==> src/rtl/chirp_pkg.sv <==
// Shared definitions for the linear-chirp phase-increment generator:
// sweep mode encodings, FSM state type and the default increment width.
package chirp_pkg;

    localparam int DEFAULT_PHI_W = 32;

    typedef enum logic [1:0] {
        MODE_SINGLE = 2'd0,
        MODE_CONT   = 2'd1,
        MODE_TRI    = 2'd2,
        MODE_RSVD   = 2'd3
    } sweep_mode_t;

    typedef enum logic [1:0] {
        IDLE = 2'd0,
        UP   = 2'd1,
        DOWN = 2'd2
    } sweep_state_t;

endpackage

==> src/rtl/chirp_phase_fanout.sv <==
// Per-channel offset registers and registered base+offset adders: turns one
// sweeping base increment into NUM_CH evenly spaced NCO phase increments.
module chirp_phase_fanout
    import chirp_pkg::*;
#(
    parameter int NUM_CH = 16,
    parameter int PHI_W  = DEFAULT_PHI_W
) (
    input  logic                    sys_clk,
    input  logic                    reset,
    input  logic                    load,
    input  logic [PHI_W-1:0]        ch_spacing,
    input  logic [PHI_W-1:0]        base,
    output logic [NUM_CH*PHI_W-1:0] phi_inc
);

    logic [PHI_W-1:0] offset [NUM_CH];

    // NOTE: the offset array is reset as well: the adders run every cycle,
    // so stale offsets would leak onto phi_inc while the generator is idle.
    always_ff @(posedge sys_clk) begin
        if (reset) begin
            for (int k = 0; k < NUM_CH; k++) begin
                offset[k] <= '0;
            end
            phi_inc <= '0;
        end else begin
            for (int k = 0; k < NUM_CH; k++) begin
                if (load) begin
                    offset[k] <= ch_spacing * PHI_W'(k);
                end
                phi_inc[k*PHI_W +: PHI_W] <= base + offset[k];
            end
        end
    end

endmodule

==> src/rtl/chirp_sweep_gen.sv <==
// Multi-channel linear-chirp generator: sweep FSM, dwell counter, base
// register and status pulses; the per-channel fan-out lives in a sub-module.
module chirp_sweep_gen
    import chirp_pkg::*;
#(
    parameter int NUM_CH  = 16,
    parameter int PHI_W   = DEFAULT_PHI_W,
    parameter int DWELL_W = 16,
    parameter int CNT_W   = 16
) (
    input  logic                    sys_clk,
    input  logic                    reset,
    input  logic                    start_i,
    input  logic                    stop_i,
    input  logic [1:0]              mode_i,
    input  logic [PHI_W-1:0]        start_freq_i,
    input  logic [PHI_W-1:0]        stop_freq_i,
    input  logic [PHI_W-1:0]        step_i,
    input  logic [PHI_W-1:0]        ch_spacing_i,
    input  logic [DWELL_W-1:0]      dwell_i,
    output logic [NUM_CH*PHI_W-1:0] phi_inc_o,
    output logic                    phi_valid_o,
    output logic                    busy_o,
    output logic                    done_o,
    output logic                    wrap_o,
    output logic                    cfg_err_o,
    output logic [CNT_W-1:0]        sweep_cnt_o
);

    sweep_state_t     state, state_nxt;
    sweep_mode_t      cfg_mode, mode_in;
    logic [PHI_W-1:0] cfg_start, cfg_stop, cfg_step;
    logic [DWELL_W-1:0] cfg_dwell;

    logic [PHI_W-1:0]   base, base_nxt;
    logic [DWELL_W-1:0] dwell_cnt, dwell_nxt;
    logic [CNT_W-1:0]   sweep_cnt, cnt_nxt;
    logic               load_pend, load_nxt;
    logic               valid_q, valid_nxt;
    logic               done_q, done_nxt;
    logic               wrap_q, wrap_nxt;
    logic               err_q, err_nxt;
    logic               latch, cnt_inc, cfg_bad, dwell_hit;

    logic [PHI_W:0] up_sum, dn_diff;

    assign mode_in   = sweep_mode_t'(mode_i);
    assign cfg_bad   = (start_freq_i > stop_freq_i)
                    || (mode_in == MODE_RSVD)
                    || (mode_in == MODE_TRI && step_i > stop_freq_i - start_freq_i);
    assign dwell_hit = (dwell_cnt == cfg_dwell);

    // One extra bit turns an overflow into "above stop" and an underflow into a borrow flag.
    assign up_sum  = {1'b0, base} + {1'b0, cfg_step};
    assign dn_diff = {1'b0, base} - {1'b0, cfg_step};

    // NOTE: every variable gets a default before any branch, so no path can
    // leave one unassigned and infer a latch.
    always_comb begin
        state_nxt = state;
        base_nxt  = base;
        dwell_nxt = dwell_cnt;
        cnt_nxt   = sweep_cnt;
        load_nxt  = 1'b0;
        done_nxt  = 1'b0;
        wrap_nxt  = 1'b0;
        err_nxt   = start_i && !stop_i && cfg_bad;
        latch     = 1'b0;
        cnt_inc   = 1'b0;
        valid_nxt = (state != IDLE) && !load_pend;

        if (stop_i) begin
            state_nxt = IDLE;
        end else if (start_i && !cfg_bad) begin
            latch     = 1'b1;
            state_nxt = UP;
            dwell_nxt = '0;
            cnt_nxt   = '0;
            load_nxt  = 1'b1;
        end else if (load_pend) begin
            base_nxt = cfg_start;
        end else begin
            unique case (state)
                UP: begin
                    if (!dwell_hit) begin
                        dwell_nxt = dwell_cnt + DWELL_W'(1);
                    end else begin
                        dwell_nxt = '0;
                        if (up_sum <= {1'b0, cfg_stop}) begin
                            base_nxt = up_sum[PHI_W-1:0];
                        end else begin
                            case (cfg_mode)
                                MODE_SINGLE: begin
                                    done_nxt  = 1'b1;
                                    cnt_inc   = 1'b1;
                                    state_nxt = IDLE;
                                end
                                MODE_CONT: begin
                                    base_nxt = cfg_start;
                                    wrap_nxt = 1'b1;
                                    cnt_inc  = 1'b1;
                                end
                                MODE_TRI: begin
                                    base_nxt  = dn_diff[PHI_W-1:0];
                                    state_nxt = DOWN;
                                end
                                default: state_nxt = IDLE;
                            endcase
                        end
                    end
                end
                DOWN: begin
                    if (!dwell_hit) begin
                        dwell_nxt = dwell_cnt + DWELL_W'(1);
                    end else begin
                        dwell_nxt = '0;
                        if (!dn_diff[PHI_W] && dn_diff[PHI_W-1:0] >= cfg_start) begin
                            base_nxt = dn_diff[PHI_W-1:0];
                        end else begin
                            base_nxt  = up_sum[PHI_W-1:0];
                            state_nxt = UP;
                            wrap_nxt  = 1'b1;
                            cnt_inc   = 1'b1;
                        end
                    end
                end
                default: ;
            endcase
        end

        if (cnt_inc && sweep_cnt != '1) begin
            cnt_nxt = sweep_cnt + CNT_W'(1);
        end
    end

    // NOTE: state is updated with non-blocking assignments so every register
    // samples the pre-edge values, independent of statement order.
    always_ff @(posedge sys_clk) begin
        if (reset) begin
            state     <= IDLE;
            base      <= '0;
            dwell_cnt <= '0;
            sweep_cnt <= '0;
            load_pend <= 1'b0;
            valid_q   <= 1'b0;
            done_q    <= 1'b0;
            wrap_q    <= 1'b0;
            err_q     <= 1'b0;
            cfg_mode  <= MODE_SINGLE;
            cfg_start <= '0;
            cfg_stop  <= '0;
            cfg_step  <= '0;
            cfg_dwell <= '0;
        end else begin
            state     <= state_nxt;
            base      <= base_nxt;
            dwell_cnt <= dwell_nxt;
            sweep_cnt <= cnt_nxt;
            load_pend <= load_nxt;
            valid_q   <= valid_nxt;
            done_q    <= done_nxt;
            wrap_q    <= wrap_nxt;
            err_q     <= err_nxt;
            if (latch) begin
                cfg_mode  <= mode_in;
                cfg_start <= start_freq_i;
                cfg_stop  <= stop_freq_i;
                cfg_step  <= step_i;
                cfg_dwell <= dwell_i;
            end
        end
    end

    chirp_phase_fanout #(
        .NUM_CH (NUM_CH),
        .PHI_W  (PHI_W)
    ) u_fanout (
        .sys_clk    (sys_clk),
        .reset      (reset),
        .load       (latch),
        .ch_spacing (ch_spacing_i),
        .base       (base),
        .phi_inc    (phi_inc_o)
    );

    assign busy_o      = (state != IDLE);
    assign phi_valid_o = valid_q;
    assign done_o      = done_q;
    assign wrap_o      = wrap_q;
    assign cfg_err_o   = err_q;
    assign sweep_cnt_o = sweep_cnt;

endmodule

==> config.mk <==
export PLATFORM = sky130hd
export DESIGN_NAME = chirp_sweep_gen
export DESIGN_NICKNAME = d
export VERILOG_FILES = /design/src/rtl/chirp_pkg.sv /design/src/rtl/chirp_phase_fanout.sv /design/src/rtl/chirp_sweep_gen.sv
export SDC_FILE = /design/constraint.sdc
export NUM_CORES = 2
export LEC_CHECK = 0
export BUFFER_PORTS_ARGS = -buffer_cell sky130_fd_sc_hd__buf_2
export CAP_MARGIN = 20
export CORE_MARGIN = 4
export CORE_UTILIZATION = 40
export DETAILED_ROUTE_END_ITERATION = 8
export SYNTH_ARGS = -nofsm -noshare
export SYNTH_HDL_FRONTEND = slang
export SYNTH_SLANG_ARGS = --single-unit
export TNS_END_PERCENT = 1
==> constraint.sdc <==
create_clock -name sys_clk -period 9.8 [get_ports sys_clk]
set_input_delay 0.98 -clock sys_clk [delete_from_list [all_inputs] [get_ports sys_clk]]
set_output_delay 0.98 -clock sys_clk [all_outputs]
set_load 0.05 [all_outputs]
* Word-level counts from Yosys, hierarchy flattened
Memory sizes are Yosys's and may differ from the RTL's.
Index checks and enable logic that the tools add are counted.
** Cells by class
- Add/subtract/negate cells :: 21
- Multipliers :: 11
- Divide/modulo/power cells :: 0
- Order comparisons :: 4
- Eq/ne operators :: 23
- Shift-type cells :: 0
- Mux-type cells :: 59
- Bitwise logic cells :: 21
- Reduce and logical (&&, ||, !) cells :: 31
** Operators with widths (count)
- $mux 32 :: 21
- $add 32x32->32 :: 16
- $mul 32x4->32 const B :: 4
- $pmux 32 s2 :: 2
- $mux 16 :: 7
- $gt 32x32->1 :: 2
- $mul 32x3->31 const B :: 2
- $mul 32x3->32 const B :: 2
- $add 32x32->33 :: 1
- $le 33x32->1 :: 1
- $sub 32x32->33 :: 1
- $add 16x1->16 const B :: 2
- $ge 32x32->1 :: 1
- $mul 32x2->30 const B :: 1
- $mul 32x2->31 const B :: 1
- $mul 32x2->32 const B :: 1
- $sub 32x32->32 :: 1
- $mux 1 :: 21
- $ne 3x3->1 const B :: 7
- $eq 16x16->1 :: 1
- $ne 16x16->1 const B :: 1
- $or 1x1->1 :: 16
- $reduce_and 7->1 :: 2
- $ne 2x2->1 const B :: 5
- other kinds (21) :: 51
** Storage, ports and cells
- Bits in registers :: 697
- Bits in latches :: 0
- Memory bits (writable) :: 512
- Bits in read-only memories :: 0
- Output and inout port bits :: 533
- Word-level logic and storage cells :: 187
- Memories kept :: 1
** Memory list
- u_fanout.offset :: words 16, bits a word 32, rd ports 16, clocked after memory_dff 0, wr ports 16, line chirp_phase_fanout.sv:17 : logic [PHI_W-1:0] offset [NUM_CH];

* Longest topological paths before layout
- Depth in word-level cells :: 12
- Gate-level depth with buffers :: 28
- Gate-level depth less buffers :: 26

* Hierarchy
A second synthesis with hierarchy kept.
** Unflattened totals
- Cells, all modules :: 8658
- Area total of the unflattened synthesis :: 75359.8 um2
** Modules (own cells, without submodules)
- chirp_phase_fanout :: times used 1, cells each 6546, area each 59475.8 um2, sequential area each 19618.8 um2
- chirp_sweep_gen :: times used 1, cells each 2112, area each 15884.0 um2, sequential area each 3703.6 um2

* Worst setup path after synthesis
No wires, ideal clock.
- Path type :: in2reg
- Start point :: input stop_freq_i[0]
- End point :: memory u_fanout.offset[10][10] in the netlist's numbering (enable)
- Setup time :: 0.432 ns
- Arrival :: 7.203 ns
- Data required time :: 9.368 ns
- Setup slack :: 2.164 ns
- Stages on the path :: 26
- Path buffers :: 2
- Path through :: inv_1 ha_1 inv_1 fa_1 a211oi_2 o21ai_1 a2111oi_2 nor3b_1 a21boi_0 o21ai_0 a21o_1 a21oi_1 xor2_1 ha_1 nand4_1 nor2_1 a2111oi_0 a2111oi_0 a2111oi_0 o21ai_0 o211ai_1 o211a_4 a21oi_4 inv_2 buf_6 buf_6
** RTL lines
- from (decl) :: line chirp_sweep_gen.sv:17 : input logic [PHI_W-1:0] stop_freq_i,
- to (decl) :: line chirp_phase_fanout.sv:17

* Final worst setup path
- Start point :: register base[7]
- End point :: register base[4]
** Between the ends
- Word-level cells in the longest chain between the ends :: 7
- Elaborated cells on any way between the ends :: 14
- Classes of those cells :: 2 x add/sub; 2 x order compare; 1 x eq/ne; 6 x mux; 3 x reduce/logical
** Ends and longest elaborated chain
- from (decl) :: line chirp_sweep_gen.sv:35 : logic [PHI_W-1:0] base, base_nxt;
- from (signal assigned) :: line chirp_sweep_gen.sv:156 : base <= base_nxt;
- $sub 32x32->33 :: line chirp_sweep_gen.sv:55 : assign dn_diff = {1'b0, base} - {1'b0, cfg_step};
- $ge 32x32->1 or $logic_not 1->1 (tied branches) :: line chirp_sweep_gen.sv:117 : if (!dn_diff[PHI_W] && dn_diff[PHI_W-1:0] >= cfg_start) begin
- $logic_and 1x1->1 :: line chirp_sweep_gen.sv:117
- $mux 32 :: line chirp_sweep_gen.sv:117
- $mux 32 :: line chirp_sweep_gen.sv:113 : if (!dwell_hit) begin
- $pmux 32 s2 :: line chirp_sweep_gen.sv:83 : unique case (state)
- $mux 32 :: line chirp_sweep_gen.sv:80 : end else if (load_pend) begin
Parallel ways exist; a longest one is shown, timed or not. The select of a mux whose other input is x is not followed.
A chain may end at the register's enable or synchronous reset.

==> results.md <==
| Item | This run |
|:---|:---|
| Outcome | complete, no violations |
| Count of max-cap constraint violations | 0 |
| Number of distinct library cells after synthesis | 93 |
| Worst path buffer plus inverter count | 2 |
| Number of hold violations in the final report | 0 |
| Number of enable-type register cells in the synthesized netlist | 328 |
| Clock Power Share | 29.9% |
| HPWL after DPL | 216000 um |
| Relative slew margins | 17.5% |
| Kind of start point of the critical path | flop |
| Crit-path cells | ha_1 -> o21ba_2 -> a311oi_1 -> nand3_1 -> a31oi_1 -> or2_2 -> a211oi_1 -> o21a_1 -> nor4_1 -> ha_1 -> nand3_1 -> nor4_1 -> nand3_1 -> a21oi_1 -> o211ai_1 -> buf_4 -> or2_1 -> a41oi_1 -> o21a_1 -> buf_4 -> nand2_1 -> o211ai_1 |
| Static leakage | 37.9 nW |
| Syn_nets | 9254 |
| Clk_lat worst skew | 0.81 ns |
| Fraction of power spent switching nets | 39.9% |
| Area growth from synthesis to layout | 14.5% |
| Total standard cell area after synthesis | 72000 sq um |
| Via count of the first global-routing pass | 60400 |
| Number of buffers added for setup after CTS | 0 |
| Internal cell power | 9.60 mW |
| RSZ-0062 raised after global routing | false |
| Clock slew at the register clock pins of the worst setup and hold paths | 0.07 ns |
| Flip-flop and latch count after synthesis | 1001 |
| Post-detailed-route count of antenna-violating nets | 0 |
| Largest stage delay on the critical path | 0.99 ns |
| Die extent in y | 432 um |
| Post-detailed-route via-to-cell ratio | 5.68 |
| Net load switching power | 6.38 mW |
| Overall die area | 187000 sq um |
| Number of sinks handled by clock tree synthesis | 1001 |
| Combinational share of power | 38.2% |
| Sequential-to-total area share from yosys stat | 32.4% |
| Post-DP Area | 78200 sq um |
| Sequential fraction of design power | 31.9% |
| Total Routed Length | 278000 um |
| Number of levels the H-tree was split into | 3 |
| Final worst path period share | 79.7% |
| Total count of max-transition violations in the final report | 0 |
| Core Rows | 155 |
| Horizontal die dimension | 432 um |
| Family of cells with the greatest summed delay on the critical path | compound AO/OA/AOI/OAI gates |
| Drc violations | 0 |
| Antenna violations before repair | 28 |
| Fraction of final layout cells with drive strength greater than 1 | 12.3% |
| Vias post-DR | 63500 |
| Critical path peak fanout | 15 |
| Slew of the pin with the lowest slew margin | 1.23 ns |
| Core area | 179000 sq um |
| WS Path Type | flop to flop |
| Type of element capturing the critical path | flop |
| Synthesized instance count | 8048 |
| Final Setup Violations | 0 |
| Weighted congestion reported at the end of routability-driven placement | 0.947 |
| Area of all placed cells without fillers | 82500 sq um |
| Min Clock Period, post-route | 7.81 ns |
| Worst Hold Class | primary input to flop |
| 1st-iter DRT viols | 6419 |
| Largest net degree at the start of global routing | 114 |
| Max Buffers Root-to-Sink | 3 |
| YS warnings | 0 |
| Critical Path Most Common Cell | nand3_1 |
| Number of clock buffers inserted by TritonCTS | 119 |
| Average size of a mapped cell | 8.95 sq um |
| Critical Path Slowest Stage Cell | dfxtp_1 |
| PostCTS Resize Cnt | 0 |
| Initial core utilization | 40.3% |
| Proportion of register bits with asynchronous set or reset after synthesis | 0% |
| Data required time of the worst path | 10.50 ns |
| Ys flop type | dfxtp_1 |
| Total global routing overflow | 0 |
| Max Clk Rate | 128 MHz |
| Worst clock skew on the final layout | 0.0480 ns |
| Post-Route Setup TNS | 0 ns |
| Overall global routing resource usage | 28.6% |
| Wire per inst | 24.8 um |
| TritonCTS clock tree | built |
| Clock tree root driver cell | clkbuf_16 |
| Post-route worst hold slack | 0.403 ns |
| Count of buffers inserted at the top-level ports | 682 |
| Max IR drop VDD | 0.149 mV |
| Final layout net count | 9921 |
| Pwr Density | 194 nW/um^2 |
| I/O pin cnt | 683 |
| Total of hold buffers inserted after clock tree synthesis | 0 |
| Detailed-router iteration count before antenna repair | 6 |
| First-pass GRT wire length | 398000 um |
| Arrival time worst endpoint | 8.51 ns |
-- sequential cells by signal, summed over array words and instances (netlist names) --
register / cells
base: 32
u_fanout.phi_inc: 488
cfg_step: 32
load_pend: 1
phi_valid_o: 1
state: 2
wrap_o: 1
cfg_start: 32
done_o: 1
cfg_err_o: 1
cfg_mode: 2
cfg_dwell: 16
sweep_cnt_o: 16
dwell_cnt: 16
cfg_stop: 32
u_fanout.offset: 328
-- cell usage after synthesis (20+ instances only) --
cell       instances  area share, %
and3_1           105           0.91
a211o_1           20           0.24
buf_2             24           0.17
nor2b_1          210            1.8
dfxtp_1          673             19
clkbuf_1         151           0.79
a21o_1           241            2.5
o21bai_1          92           0.96
o22ai_1           47           0.41
nand2_1          395            2.1
a211oi_1         109            1.1
o31ai_1           33           0.34
inv_1            583            3.0
fa_1             159            4.4
nor2_1           899            4.7
o21ai_0          411            2.9
a21oi_1          553            3.8
xnor2_1          333            4.0
mux2i_1           22           0.31
nand2b_1          96           0.83
nor3_1           247            1.7
nand3_1          120           0.83
edfxtp_1         328             14
or2_2             38           0.33
ha_1             897             16
a21boi_0          26           0.27
xor2_1           283            3.4
o21a_1           121            1.3
a22o_1            29           0.35
and2_1            71           0.62
a31oi_1           71           0.62
o211ai_1          59           0.61
o21ai_1           37           0.26
nand4_1           64           0.56
a2111oi_0         29           0.35
or3_1             70           0.61
nor4_1            31           0.27
nor3b_1           21           0.22
buf_4             27           0.28
-- per-layer routing --
metal,up-vias,GRT usage (%),routed length (um)
met5,-,0,13
met4,2,16.7,18200
met3,548,3.96,20400
met2,2534,44.1,120000
met1,30300,38.3,119000
li1,30100,-,-
-- power by group through the flow --
stage	Clock [mW]	Sequential [mW]	Combinational, mW
after CTS	4.88	5.10	6.01
after detailed placement	0	5.18	5.96
after global routing	5.04	5.13	6.58
after floorplan	0	5.90	3.38
final	4.78	5.10	6.11
after global placement	0	5.18	5.94
-- placed cells by master, fill, tap and decap left out, drive strengths merged, types with 241 or more instances in the layout --
cell | Yosys | layout
inv | 584 | 600
a21o | 241 | 241
buf | 68 | 764
edfxtp | 328 | 328
xnor2 | 333 | 333
a21oi | 556 | 556
xor2 | 283 | 283
dfxtp | 673 | 673
nor2 | 900 | 900
nand2 | 395 | 395
o21ai | 449 | 449
nor3 | 249 | 249
ha | 897 | 897
-- kinds of logic after synthesis --
kind of cell               synth area share [%]
and+or+nand+nor                            16.0
AOI/OAI and AO/OA                          19.2
adders and majority gates                  20.0
DFF                                        32.4
buffers and inverters                      4.41
xor gates and xnor gates                   7.49
muxes                                     0.540
-- path summary, 6_finish.rpt --
path                    start  cells after the start            end  slack [ns]
hold reg to reg   cfg_stop[5]                      2    cfg_stop[5]        0.48
setup reg to reg      base[7]                     22        base[4]        1.99
hold / removal    dwell_i[15]                      2  cfg_dwell[15]        0.40
setup / recovery      base[7]                     22        base[4]        1.99
-- worst reg2reg max path, stage by stage, from the launching register on --
cell	delay, ns
dfxtp_1	0.99
ha_1	0.46
o21ba_2	0.24
a311oi_1	0.60
nand3_1	0.15
a31oi_1	0.44
or2_2	0.25
a211oi_1	0.14
o21a_1	0.21
nor4_1	0.64
ha_1	0.25
nand3_1	0.14
nor4_1	0.19
nand3_1	0.16
a21oi_1	0.24
o211ai_1	0.19
buf_4	0.23
or2_1	0.42
a41oi_1	0.35
o21a_1	0.54
buf_4	0.37
nand2_1	0.27
o211ai_1	0.26
-- metrics by stage --
stage,std cells,power (mW),setup slack [ns],utilization [%]
after floorplan,8048,9.28,2.16,-
after global placement,10900,11.1,1.75,43.7
after CTS,11200,16.0,2.39,46.1
final,11200,16.0,1.99,46.2
after global routing,11200,16.8,1.80,46.1
after detailed placement,10900,11.1,1.65,43.7
-- final cells by class --
class | count | area (sq um)
Fill cell | 17400 | 96300
Multi-Input combinational cell | 6243 | 45600
Sequential cell | 1001 | 23300
Timing Repair Buffer | 765 | 4150
Clock buffer | 155 | 3430
Tap cell | 2355 | 2950
Inverter | 585 | 2210
Clock inverter | 69 | 847
Antenna cell | 13 | 32.5
Note: power is estimated with default switching activity, not from simulation.
